File: src/rtl/radix4_pkg.sv
// Shared definitions for the radix-4 arithmetic blocks.
// Holds the divider FSM state encoding and the default operand width.
package radix4_pkg;

    localparam int N_DEF = 8;

    typedef enum logic [1:0] {
        IDLE = 2'd0,
        RUN  = 2'd1,
        DONE = 2'd2
    } state_t;

endpackage

File: src/rtl/radix4div_step.sv
// One restoring division step: shift one dividend bit into the partial
// remainder, and subtract the divisor when the shifted value covers it.
module radix4div_step
    import radix4_pkg::*;
#(
    parameter int N = N_DEF
) (
    input  logic [N:0]   rem,
    input  logic         inbit,
    input  logic [N-1:0] d,
    output logic [N:0]   rem_next,
    output logic         qbit
);

    logic [N+1:0] t;

    assign t    = {rem, inbit};
    assign qbit = (t >= {2'b00, d});
    // The invariant rem < d keeps the step result below 2^N, so narrowing it to N+1 bits loses nothing
    assign rem_next = qbit ? (N+1)'(t - {2'b00, d}) : t[N:0];

endmodule

File: src/rtl/radix4div.sv
// Sequential 2N/N unsigned divider, two restoring steps per clock.
// Results are valid from the one-cycle done pulse and held until the next result.
module radix4div
    import radix4_pkg::*;
#(
    parameter int N = N_DEF
) (
    input  logic           clk,
    input  logic           rst_n,
    input  logic           start,
    input  logic [2*N-1:0] p,
    input  logic [N-1:0]   y,
    output logic           busy,
    output logic           done,
    output logic [2*N-1:0] q,
    output logic [N-1:0]   r,
    output logic           div_by_zero
);

    localparam int CW = $clog2(N);

    state_t         state, state_d;
    logic [2*N-1:0] dvd;
    logic [N-1:0]   d;
    logic [N:0]     rem, rem_a, rem_b;
    logic [2*N-3:0] qsr;
    logic [CW-1:0]  cnt;
    logic           qa, qb, accept;

    radix4div_step #(.N(N)) u_step_a (
        .rem      (rem),
        .inbit    (dvd[2*N-1]),
        .d        (d),
        .rem_next (rem_a),
        .qbit     (qa)
    );

    radix4div_step #(.N(N)) u_step_b (
        .rem      (rem_a),
        .inbit    (dvd[2*N-2]),
        .d        (d),
        .rem_next (rem_b),
        .qbit     (qb)
    );

    // DONE accepts a new start just like IDLE, giving back-to-back divisions
    assign accept = start && (state == IDLE || state == DONE);
    assign busy   = (state == RUN);
    assign done   = (state == DONE);

    always_ff @(posedge clk or negedge rst_n) begin
        if (!rst_n) state <= IDLE;
        else        state <= state_d;
    end

    always_comb begin
        state_d = state;
        case (state)
            IDLE, DONE: begin
                if (start)              state_d = (y == '0) ? DONE : RUN;
                else if (state == DONE) state_d = IDLE;
            end
            RUN:     if (cnt == '0) state_d = DONE;
            default: state_d = IDLE;
        endcase
    end

    always_ff @(posedge clk or negedge rst_n) begin
        if (!rst_n) begin
            dvd         <= '0;
            d           <= '0;
            rem         <= '0;
            qsr         <= '0;
            cnt         <= '0;
            q           <= '0;
            r           <= '0;
            div_by_zero <= 1'b0;
        end else if (accept) begin
            dvd <= p;
            d   <= y;
            rem <= '0;
            qsr <= '0;
            cnt <= CW'(N-1);
            if (y == '0) begin
                q           <= '1;
                r           <= p[N-1:0];
                div_by_zero <= 1'b1;
            end
        end else if (state == RUN) begin
            dvd <= {dvd[2*N-3:0], 2'b00};
            rem <= rem_b;
            qsr <= {qsr[2*N-5:0], qa, qb};
            cnt <= cnt - CW'(1);
            if (cnt == '0) begin
                q           <= {qsr, qa, qb};
                r           <= rem_b[N-1:0];
                div_by_zero <= 1'b0;
            end
        end
    end

endmodule

File: config.mk
export PLATFORM = sky130hd
export DESIGN_NAME = radix4div
export DESIGN_NICKNAME = d
export VERILOG_FILES = /design/src/rtl/radix4_pkg.sv /design/src/rtl/radix4div_step.sv /design/src/rtl/radix4div.sv
export SDC_FILE = /design/constraint.sdc
export NUM_CORES = 1
export LEC_CHECK = 0
export BUFFER_PORTS_ARGS = -buffer_cell sky130_fd_sc_hd__buf_2
export CORE_ASPECT_RATIO = 0.75
export CORE_MARGIN = 5
export CORE_UTILIZATION = 45
export DETAILED_ROUTE_END_ITERATION = 10
export PLACE_DENSITY_LB_ADDON = 0.2
export SYNTH_ARGS = -nofsm -noshare
export SYNTH_HDL_FRONTEND = slang
export SYNTH_SLANG_ARGS = --single-unit
File: constraint.sdc
create_clock -name clk -period 10.1 [get_ports clk]
set_input_delay 2.02 -clock clk [delete_from_list [all_inputs] [get_ports clk]]
set_output_delay 2.02 -clock clk [all_outputs]
set_load 0.05 [all_outputs]
Yosys cells after proc, flatten, opt, wreduce, memory -nomap -nowiden
Cells that the tools add are included.
W data, S select, Z words.

storage, ports and cells
  flip-flop bits (word level) = 77
  bits in latches = 0
  RAM bits = 0
  memory bits (read-only) = 0
  input bits = 27
  output and inout bits = 27
  logic and storage cells = 56
  memories = 0

cells by class
  $add $sub $neg = 3
  multipliers = 0
  divide/modulo/power cells = 0
  magnitude comparators = 2
  equality and inequality tests = 5
  shift operators = 0
  muxes and demuxes = 27
  bitwise logic cells = 0
  reductions and logical operators = 10

operator list
  kind                   count
  $mux W16               6
  $mux W9                4
  $mux W8                4
  $mux W14               2
  $ge A10 B8 Y1          2
  $sub A9 B8 Y9          2
  $logic_not A8 Y1       1
  $mux W2                4
  $mux W3                2
  $mux W1                4
  $ne A2 B1 Y1 const B   2
  $pmux W2 S2            1
  $reduce_bool A2 Y1     2
  $logic_not A3 Y1       1
  $ne A3 B3 Y1 const B   1
  $reduce_and A3 Y1      1
  $sub A3 B1 Y3 const B  1
  $eq A2 B1 Y1 const B   1
  $eq A2 B2 Y1 const B   1
  $logic_not A2 Y1       1
  $reduce_and A2 Y1      1
  $reduce_or A2 Y1       1
  $logic_and A1 B1 Y1    1
  $logic_or A1 B1 Y1     1

Longest topological paths before layout
Gate-level depths: netlist of run 1.

  depth in word-level cells = 7
  depth in mapped cells = 20
  depth with buffers taken out = 18

Hierarchy
From an unflattened synthesis of run 1, not the netlist that was laid out.

second synthesis, totals
  cell total of the unflattened synthesis = 429
  area, all modules = 4,215.3 µm²

modules (own cells, without submodules)
  module          instances  cells each  area an instance (µm²)  sequential area each (µm²)
  radix4div       1          279         3,169.3                 1,926.8
  radix4div_step  2          75          523.0                   0.0

Worst setup path after synthesis of run 1
No wires, ideal clock.

  path kind = reg2reg
  from = register dvd[15]
  to = register r[0]
  library setup time = 0.082 ns
  arrival = 3.745 ns
  required time = 10.018 ns
  path slack = 6.273 ns
  cell stages (with the launch flop) = 20
  buffers on the path = 3
  clock period less this slack = 3.827 ns
  path through = dfrtp_1 -> inv_1 -> ha_1 -> inv_1 -> fa_1 -> nand3_1 -> a21oi_1 -> and4bb_1 -> buf_6 -> clkbuf_1 -> o21ai_1 -> ha_1 -> nor2_1 -> a21oi_1 -> o21ai_0 -> nand2b_1 -> o32ai_2 -> buf_6 -> mux2_2 -> o22ai_1

between the ends
  word-level cells in the longest chain between the ends = 7
  elaborated cells between the ends (all ways) = 8
  those cells by class = add/sub: 1; order compare: 2; mux: 5

RTL lines
  what                                                   RTL line                                    source
  start: declaration                                     radix4div.sv:23                             logic [2*N-1:0] dvd;
  start signal: assignment                               radix4div.sv:79                             dvd <= p;
  start signal: assignment                               radix4div.sv:90                             dvd <= {dvd[2*N-3:0], 2'b00};
  $sub A9 B8 Y9 / $ge A10 B8 Y1 (equally long branches)  radix4div_step.sv:20, radix4div_step.sv:18
  $mux W9 (*)                                            radix4div_step.sv:20                        assign rem_next = qbit ? (N+1)'(t - {2'b00, d}) : t[N:0];
  $ge A10 B8 Y1 (*)                                      radix4div_step.sv:18                        assign qbit = (t >= {2'b00, d});
  $mux W9 (*)                                            radix4div_step.sv:20
  $mux W8 (*)                                            radix4div.sv:94                             if (cnt == '0) begin
  $mux W8 (*)                                            radix4div.sv:89                             end else if (state == RUN) begin
  $mux W8 (*)                                            radix4div.sv:78                             end else if (accept) begin
  end signal: assignment                                 radix4div.sv:86                             r <= p[N-1:0];
  end signal: assignment                                 radix4div.sv:96                             r <= rem_b[N-1:0];
  end: declaration                                       radix4div.sv:16                             output logic [N-1:0] r,

Mark *: on every way between the ends. The rest lies on a longest branch, timed or not. The select of a mux whose other input is x is not followed.
A chain may end at the register's enable or synchronous reset.

Final worst setup path of run 1
  from = register dvd[15]
  to = register r[1]

between the ends
  word-level cells in the longest chain between the ends = 7
  elaborated cells between the ends (all ways) = 9
  those cells by class = add/sub: 2; order compare: 2; mux: 5

RTL lines
  what                                                   RTL line
  $sub A9 B8 Y9 / $ge A10 B8 Y1 (equally long branches)  radix4div_step.sv:20, radix4div_step.sv:18
  $mux W9 (*)                                            radix4div_step.sv:20
  $sub A9 B8 Y9 / $ge A10 B8 Y1 (equally long branches)  radix4div_step.sv:20, radix4div_step.sv:18
  $mux W9 (*)                                            radix4div_step.sv:20
  $mux W8 (*)                                            radix4div.sv:94
  $mux W8 (*)                                            radix4div.sv:89
  $mux W8 (*)                                            radix4div.sv:78

Marked as above.

==> results of run 1 <==
## worst max-delay path: stages (launching register included)
cell      delay [ns]
dfrtp_1         0.41
inv_1           0.10
ha_1            0.16
inv_1           0.05
fa_1            0.40
nand3_1         0.14
a21oi_1         0.07
and4bb_1        0.66
mux2_2          0.42
ha_1            0.34
nand2b_1        0.09
a21oi_1         0.12
o21ai_0         0.26
nand2b_1        0.12
o32ai_2         0.90
mux2i_1         0.24
a221o_1         0.40
## per-layer routing
metal	wire [microns]	track usage (%)
met4	99	6.20
met3	633	4.99
met2	4190	26.8
met1	5240	28.8
met5	0	0
## per-stage QoR
stage	setup slack (ns)	hold slack (ns)
finish	5.08	0.474
global placement	5.16	0.457
floorplan	6.27	0.446
CTS	5.10	0.477
global route	4.76	0.498
detailed placement	5.09	0.464
## path summary, 6_finish.rpt
path / slack, ns / end / from / cells past startpoint
max in group asynchronous: 7.62 / rem[4] / rst_n / 1
setup / recovery: 5.08 / r[1] / dvd[15] / 16
setup reg to reg: 5.08 / r[1] / dvd[15] / 16
hold / removal: 0.47 / dvd[9] / dvd[9] / 2
hold reg to reg: 0.47 / dvd[9] / dvd[9] / 2
min in group asynchronous: 1.84 / rem[8] / rst_n / 1
## final cells by class
cell class | count | area share [%]
clock buffers | 10 | 5.08
clock inverters | 6 | 1.99
inverters | 18 | 1.44
multi-input cells | 287 | 41.4
flip-flops and latches | 77 | 41.0
well taps | 112 | 2.98
repair buffers | 56 | 6.17
## sequential cells by signal, indices dropped and copies added (netlist names)
signal / count
qsr: 14
dvd: 16
r: 8
cnt: 3
div_by_zero: 1
d: 8
q: 16
rem: 9
state: 2
## cell usage after synthesis (all sizes together), types with 3 or more instances
| master | instances | area share (%) |
|---|---|---|
| ha | 18 | 5.6 |
| clkbuf | 16 | 1.5 |
| o21ai | 38 | 4.7 |
| nor3 | 6 | 0.74 |
| inv | 17 | 1.6 |
| buf | 6 | 1.2 |
| a221o | 3 | 0.74 |
| nand2 | 60 | 5.6 |
| o221ai | 6 | 1.3 |
| dfrtp | 77 | 48 |
| nor2 | 17 | 1.6 |
| a22oi | 6 | 1.1 |
| xnor2 | 8 | 1.7 |
| xor2 | 4 | 0.87 |
| a21oi | 24 | 3.4 |
| nor2b | 4 | 0.62 |
| o21a | 5 | 0.93 |
| o22a | 12 | 2.6 |
| o211ai | 3 | 0.68 |
| nand2b | 4 | 0.62 |
| mux2 | 3 | 0.83 |
| nand3 | 4 | 0.49 |
| a22o | 15 | 3.3 |
| o31ai | 3 | 0.56 |
| mux2i | 14 | 3.5 |
| nand4 | 3 | 0.46 |
## cell families (layout without fill, tap and decap cells)
kind of cell,Yosys count,count (layout),share of synthesized area [%]
AO/OA/AOI/OAI,128,128,22.1
AND/OR/NAND/NOR,110,110,12.5
XOR/XNOR,12,12,2.60
buffers and inverters,40,90,4.36
flip-flops,77,77,47.6
adder cells (fa/ha/maj),20,20,6.55
multiplexers,17,17,4.30
==> impl_metrics.csv, run 1 <==
group,metric,value,unit
grt,grt-ovfl-total,0,
critical_path,path_max_fanout,16,
critical_path,critPathKind,"reg -> reg",
critical_path,critPathLaunchType,"flop",
cells_and_area,post-route-util,52.9,%
grt,grt_pass1_wl,17000,microns
placement,port_buffers,53,
floorplan,fp.dieArea,11000,sq um
min_path,min_path_type,"reg -> reg",
cells_and_area,final_cells,566,
grt,first_global_vias,3257,
clock_tree,clkTransAtPathRegs,0.06,ns
timing,tns,0,ns
grt,grt_max_degree,78,
timing,setup_viol,0,
grt,grt_usage,19.2,%
synth,avgSynthCellArea,10.0,sq um
cells_and_area,synthToLayoutAreaGrowth,16.2,%
clock_tree,cts.sinks,77,
detailed_routing,firstDrtPassIters,5,
timing,finalCritPeriodShare,49.7,%
clock_tree,cts_tree,"built",
cells_and_area,fin_area,4700,sq um
cells_and_area,multi_input_area,1950,sq um
critical_path,cp.arrival,5.23,ns
timing,max_slew.worst_pin.slew,1.16,ns
job,max_cap_viol_count,0,
floorplan,dieWidth,120,microns
timing,rsz0062_at_grt,"no",
timing,slew_viol_final,0,
timing,min_period,5.02,ns
synth,netlist_area,4050,sq um
cells_and_area,nFillCells,814,
clock_tree,insertion_delay,0.33,ns
cells_and_area,drive_above_1_share,19.6,%
synth,synth_cell_types,54,
cells_and_area,final_common_cell,"dfrtp_1",
timing,final-hold-violation-count,0,
placement,gp_congestion,0.892,
placement,place_area,4370,sq um
synth,synth_nets,451,
cells_and_area,antenna_cells,0,
synth,syn_inst,404,
clock_tree,ctsHoldBuffers,0,
synth,synthArstFlopShare,100,%
detailed_routing,vias,3249,
critical_path,critPathRequiredTime,10.31,ns
synth,seq_area_frac_synth,47.6,%
detailed_routing,drc,0,
detailed_routing,drtAntennaViolNets,0,
status,outcome,"finished clean",
detailed_routing,drtIter0Drc,208,
placement,placed_cells,550,
grt,antenna_found_initial,0,
detailed_routing,wire_per_inst,18.0,microns
timing,fin_skew,0.00554,ns
detailed_routing,routed_via_density,5.74,
detailed_routing,wirelength,10200,microns
clock_tree,cts_max_level,3,
cells_and_area,nets,496,
floorplan,initial_core_util,45.5,%
floorplan,core_area,8900,sq um
synth,yosysWarnings,0,
floorplan,die_y,92.1,microns
floorplan,fp-row-count,30,
clock_tree,postCtsSetupBuffers,0,
timing,max-slew-margin-rel,22.6,%
synth,synth-seq-cells,77,
clock_tree,numCtsBuffers,9,
clock_tree,cts_buffer_depth,2,
synth,synth_edf_count,0,
cells_and_area,final_cell_mix,"dfrtp_1 (77), nand2_1 (60), buf_2 (52)",
placement,hpwl,7300,microns
synth,ys.flop_type,"dfrtp_1",
clock_tree,root_buffer,"clkbuf_16",
timing,fmax,199,MHz
critical_path,worstSetupEndpointType,"flop",
cells_and_area,layout.area.seq,1930,sq um
clock_tree,cts_resized,0,
floorplan,io_pins,54,
Power of run 1 is left out: the tool's default activity adds up to more than one toggle a clock period on the data nets, which glitch-free logic cannot reach.
==> inputs of run 2 (changes only) <==
==> constraint.sdc (replaced) <==
create_clock -name clk -period 4.7 [get_ports clk]
set_input_delay 0.94 -clock clk [delete_from_list [all_inputs] [get_ports clk]]
set_output_delay 0.94 -clock clk [all_outputs]
set_load 0.05 [all_outputs]
==> impl_metrics.csv, run 2 (same netlist as run 1, synthesis figures left out) <==
group,metric,value,unit
timing,max-slew-margin-rel,29.2,%
cells_and_area,post-route-util,53.3,%
cells_and_area,final_cell_mix,"dfrtp_1 (77), nand2_1 (60), buf_2 (52)",
detailed_routing,vias,3165,
floorplan,io_pins,54,
critical_path,cp.arrival,4.46,ns
job,max_cap_viol_count,0,
detailed_routing,wire_per_inst,17.4,microns
critical_path,critPathLaunchType,"flop",
clock_tree,postCtsSetupBuffers,0,
clock_tree,cts_buffer_depth,2,
timing,holdWs,0.475,ns
critical_path,worstSetupEndpointType,"flop",
cells_and_area,layout.area.seq,1930,sq um
placement,port_buffers,53,
cells_and_area,drive_above_1_share,19.9,%
timing,slew_viol_final,0,
timing,fin_skew,0.00384,ns
clock_tree,ctsHoldBuffers,0,
floorplan,initial_core_util,45.5,%
clock_tree,clkTransAtPathRegs,0.06,ns
critical_path,critPathKind,"reg -> reg",
clock_tree,cts_resized,0,
timing,finalCritPeriodShare,90.7,%
clock_tree,numCtsBuffers,9,
clock_tree,cts.sinks,77,
detailed_routing,wirelength,9910,microns
grt,grt-ovfl-total,0,
status,outcome,"finished clean",
floorplan,die_y,92.1,microns
cells_and_area,synthToLayoutAreaGrowth,17.2,%
placement,hpwl,7100,microns
timing,max_slew.worst_pin.slew,1.06,ns
critical_path,path_max_fanout,10,
detailed_routing,drtAntennaViolNets,0,
placement,gp_congestion,0.828,
timing,min_period,4.26,ns
grt,grt_max_degree,78,
detailed_routing,drtIter0Drc,193,
grt,antenna_found_initial,0,
cells_and_area,nFillCells,812,
timing,rsz0062_at_grt,"no",
cells_and_area,antenna_cells,0,
cells_and_area,final_common_cell,"dfrtp_1",
grt,grt_usage,19.3,%
clock_tree,cts_max_level,3,
grt,first_global_vias,3276,
floorplan,fp-row-count,30,
timing,tns,0,ns
grt,grt_pass1_wl,16900,microns
clock_tree,root_buffer,"clkbuf_16",
detailed_routing,drc,0,
detailed_routing,routed_via_density,5.56,
critical_path,critPathRequiredTime,4.90,ns
timing,final-hold-violation-count,0,
cells_and_area,top_regs,"dvd x16, q x16, qsr x14",
cells_and_area,multi_input_area,1950,sq um
min_path,min_path_type,"reg -> reg",
clock_tree,cts_tree,"built",
floorplan,dieWidth,120,microns
clock_tree,insertion_delay,0.33,ns
floorplan,fp.dieArea,11000,sq um
timing,setup_viol,0,
detailed_routing,firstDrtPassIters,5,
timing,fmax,235,MHz
floorplan,core_area,8900,sq um
cells_and_area,nets,499,
[run 2: final timing paths]
check                             start  endpoint  slack [ns]  cells past startpoint
min in group asynchronous         rst_n      d[3]        0.75                      1
max in group asynchronous         rst_n    rem[2]        3.31                      1
worst max-delay path            dvd[15]      r[3]        0.44                     17
worst min register to register   dvd[9]    dvd[9]        0.48                      2
worst max register to register  dvd[15]      r[3]        0.44                     17
worst min-delay path             dvd[9]    dvd[9]        0.48                      2
[run 2: area by class of cell]
type	instances	area share [%]
Clock inverter	5	2.27
Tap cell	112	2.95
Timing Repair Buffer	59	6.59
Multi-Input combinational cell	287	41.0
Inverter	18	1.42
Clock buffer	11	5.12
Sequential cell	77	40.6
[run 2: critical path, cell delays in order (launching register included)]
cell and delay (ns):
dfrtp_1 0.40, inv_1 0.09, ha_1 0.16, inv_1 0.05
fa_1 0.40, nand3_1 0.13, a21oi_1 0.07, and4bb_1 0.48
mux2_2 0.40, ha_1 0.34, nand2b_1 0.10, a21oi_1 0.11
o21ai_0 0.24, nand2b_1 0.12, o32ai_2 0.26, buf_4 0.25
mux2i_1 0.34, o221ai_1 0.17
[run 2: per-layer routing]
layer,global-route usage [%],part of all wire (%)
met5,0,0
met4,5.82,0.63
met3,4.38,4.7
met2,28.7,43
met1,28.2,52
[run 2: per-stage QoR]
stage / setup WS, ns / instance area [sq um] / cells
4_1_cts: 0.441 / 4740 / 569
5_1_grt: 0.159 / 4740 / 569
2_1_floorplan: 0.873 / 4050 / 404
6_report: 0.437 / 4740 / 569
3_3_place_gp: 0.574 / 4390 / 553
3_5_place_dp: 0.454 / 4390 / 553
Power of run 2 is left out for the same reason.
==> inputs of run 3 (changes only) <==
--- a/config.mk
+++ b/config.mk
@@ -10,6 +10,7 @@
 export CORE_MARGIN = 5
 export CORE_UTILIZATION = 45
 export DETAILED_ROUTE_END_ITERATION = 10
+export MAX_ROUTING_LAYER = met4
 export PLACE_DENSITY_LB_ADDON = 0.2
 export SYNTH_ARGS = -nofsm -noshare
 export SYNTH_HDL_FRONTEND = slang
==> impl_metrics.csv, run 3 (same netlist as run 1, synthesis figures left out) <==
group,metric,value,unit
timing,slew_viol_final,0,
timing,rsz0062_at_grt,"no",
status,outcome,"finished clean",
detailed_routing,dr_wl_met2,4260,microns
clock_tree,clkTransAtPathRegs,0.06,ns
floorplan,fp-row-count,30,
clock_tree,cts_buffer_depth,2,
detailed_routing,drtIter0Drc,213,
timing,min_period,4.25,ns
timing,max-slew-margin-rel,27.8,%
min_path,hold_start,"dvd[9]",
min_path,min_path_type,"reg -> reg",
grt,antenna_found_initial,0,
detailed_routing,wire_per_inst,17.4,microns
critical_path,critical_path.startpoint,"dvd[15]",
critical_path,rrSetupSlack,0.45,ns
floorplan,core_area,8900,sq um
timing,final-hold-violation-count,0,
clock_tree,postCtsSetupBuffers,0,
timing,setup_viol,0,
grt,grt_usage,19.9,%
detailed_routing,drtAntennaViolNets,0,
cells_and_area,antenna_cells,0,
grt,grt-ovfl-total,0,
critical_path,worstSetupEndpointType,"flop",
critical_path,rr_endpoint,"r[3]",
detailed_routing,vias,3182,
critical_path,critPathKind,"reg -> reg",
critical_path,regToRegStartpoint,"dvd[15]",
grt,first_global_vias,3269,
detailed_routing,dr_wl_met3,490,microns
cells_and_area,final_cell_mix,"dfrtp_1 (77), nand2_1 (60), buf_2 (52)",
cells_and_area,synthToLayoutAreaGrowth,17.2,%
critical_path,critPathLaunchType,"flop",
timing,finalWorstSetupSlack,0.453,ns
timing,finalCritPeriodShare,90.4,%
critical_path,cp.arrival,4.44,ns
clock_tree,cts_tree,"built",
detailed_routing,firstDrtPassIters,5,
cells_and_area,nets,499,
min_path,hold-path-endpoint,"dvd[9]",
grt,grt_pass1_wl,16900,microns
cells_and_area,top_regs,"dvd x16, q x16, qsr x14",
cells_and_area,final_cells,569,
placement,port_buffers,53,
min_path,holdPathStages,2,
detailed_routing,top_layer,"met4",
timing,max_slew.worst_pin.slew,1.08,ns
placement,gp_congestion,0.841,
floorplan,fp.dieArea,11000,sq um
placement,hpwl,7100,microns
critical_path,critPathRequiredTime,4.90,ns
clock_tree,root_buffer,"clkbuf_16",
timing,fmax,235,MHz
clock_tree,cts_resized,0,
clock_tree,insertion_delay,0.33,ns
detailed_routing,m1WireLength,5100,microns
timing,tns,0,ns
critical_path,ff2ff_path_depth,17,
cells_and_area,drive_above_1_share,19.9,%
floorplan,dieWidth,120,microns
placement,placed_cells,553,
placement,pre_cts_ws,0.454,ns
job,max_cap_viol_count,0,
timing,fin_skew,0.00528,ns
clock_tree,cts_max_level,3,
grt,grt_max_degree,78,
floorplan,die_y,92.1,microns
detailed_routing,wirelength,9920,microns
cells_and_area,nFillCells,812,
clock_tree,numCtsBuffers,9,
detailed_routing,routed_via_density,5.59,
cells_and_area,final_common_cell,"dfrtp_1",
floorplan,io_pins,54,
detailed_routing,drc,0,
clock_tree,cts.sinks,77,
clock_tree,ctsHoldBuffers,0,
floorplan,initial_core_util,45.5,%
critical_path,path_max_fanout,10,
==> run 3: worst max-delay path by stage <==
stage	cells after the start	endpoint	slack (ns)
2_1_floorplan	19	r[0]	0.87
3_3_place_gp	17	r[3]	0.57
3_5_place_dp	17	r[3]	0.45
4_1_cts	17	r[3]	0.44
5_1_grt	17	r[2]	0.16
6_report	17	r[3]	0.45
==> run 3: cell type report <==
type	instances	area [sq um]	share of cell area, %
flip-flops and latches	77	1930	40.6
clock inverters	5	108	2.27
inverters	18	67.6	1.42
clock buffers	11	243	5.12
repair buffers	59	313	6.59
multi-input cells	287	1950	41.0
well taps	112	140	2.95
==> run 3: metrics by stage <==
step	hold slack, ns	cell area (sq um)	util (%)
after detailed placement	0.464	4390	49.4
after floorplan	0.446	4050	-
after global routing	0.500	4740	53.3
after global placement	0.457	4390	49.4
after CTS	0.478	4740	53.3
final	0.476	4740	53.3
==> run 3: per-layer routing <==
metal	track usage, %	up-vias
li1	-	1545
met1	28.4	1543
met5	-	-
met2	28.7	86
met4	5.82	0
met3	4.32	8
==> run 3: critical path, cell delays in order, from the launching register on <==
cell and delay [ns]:
dfrtp_1 0.40, inv_1 0.09, ha_1 0.16, inv_1 0.05, fa_1 0.40, nand3_1 0.14, a21oi_1 0.07, and4bb_1 0.47
mux2_2 0.40, ha_1 0.34, nand2b_1 0.10, a21oi_1 0.11, o21ai_0 0.24, nand2b_1 0.13, o32ai_2 0.26, buf_4 0.25
mux2i_1 0.34, o221ai_1 0.17
Power of run 3 is left out for the same reason.
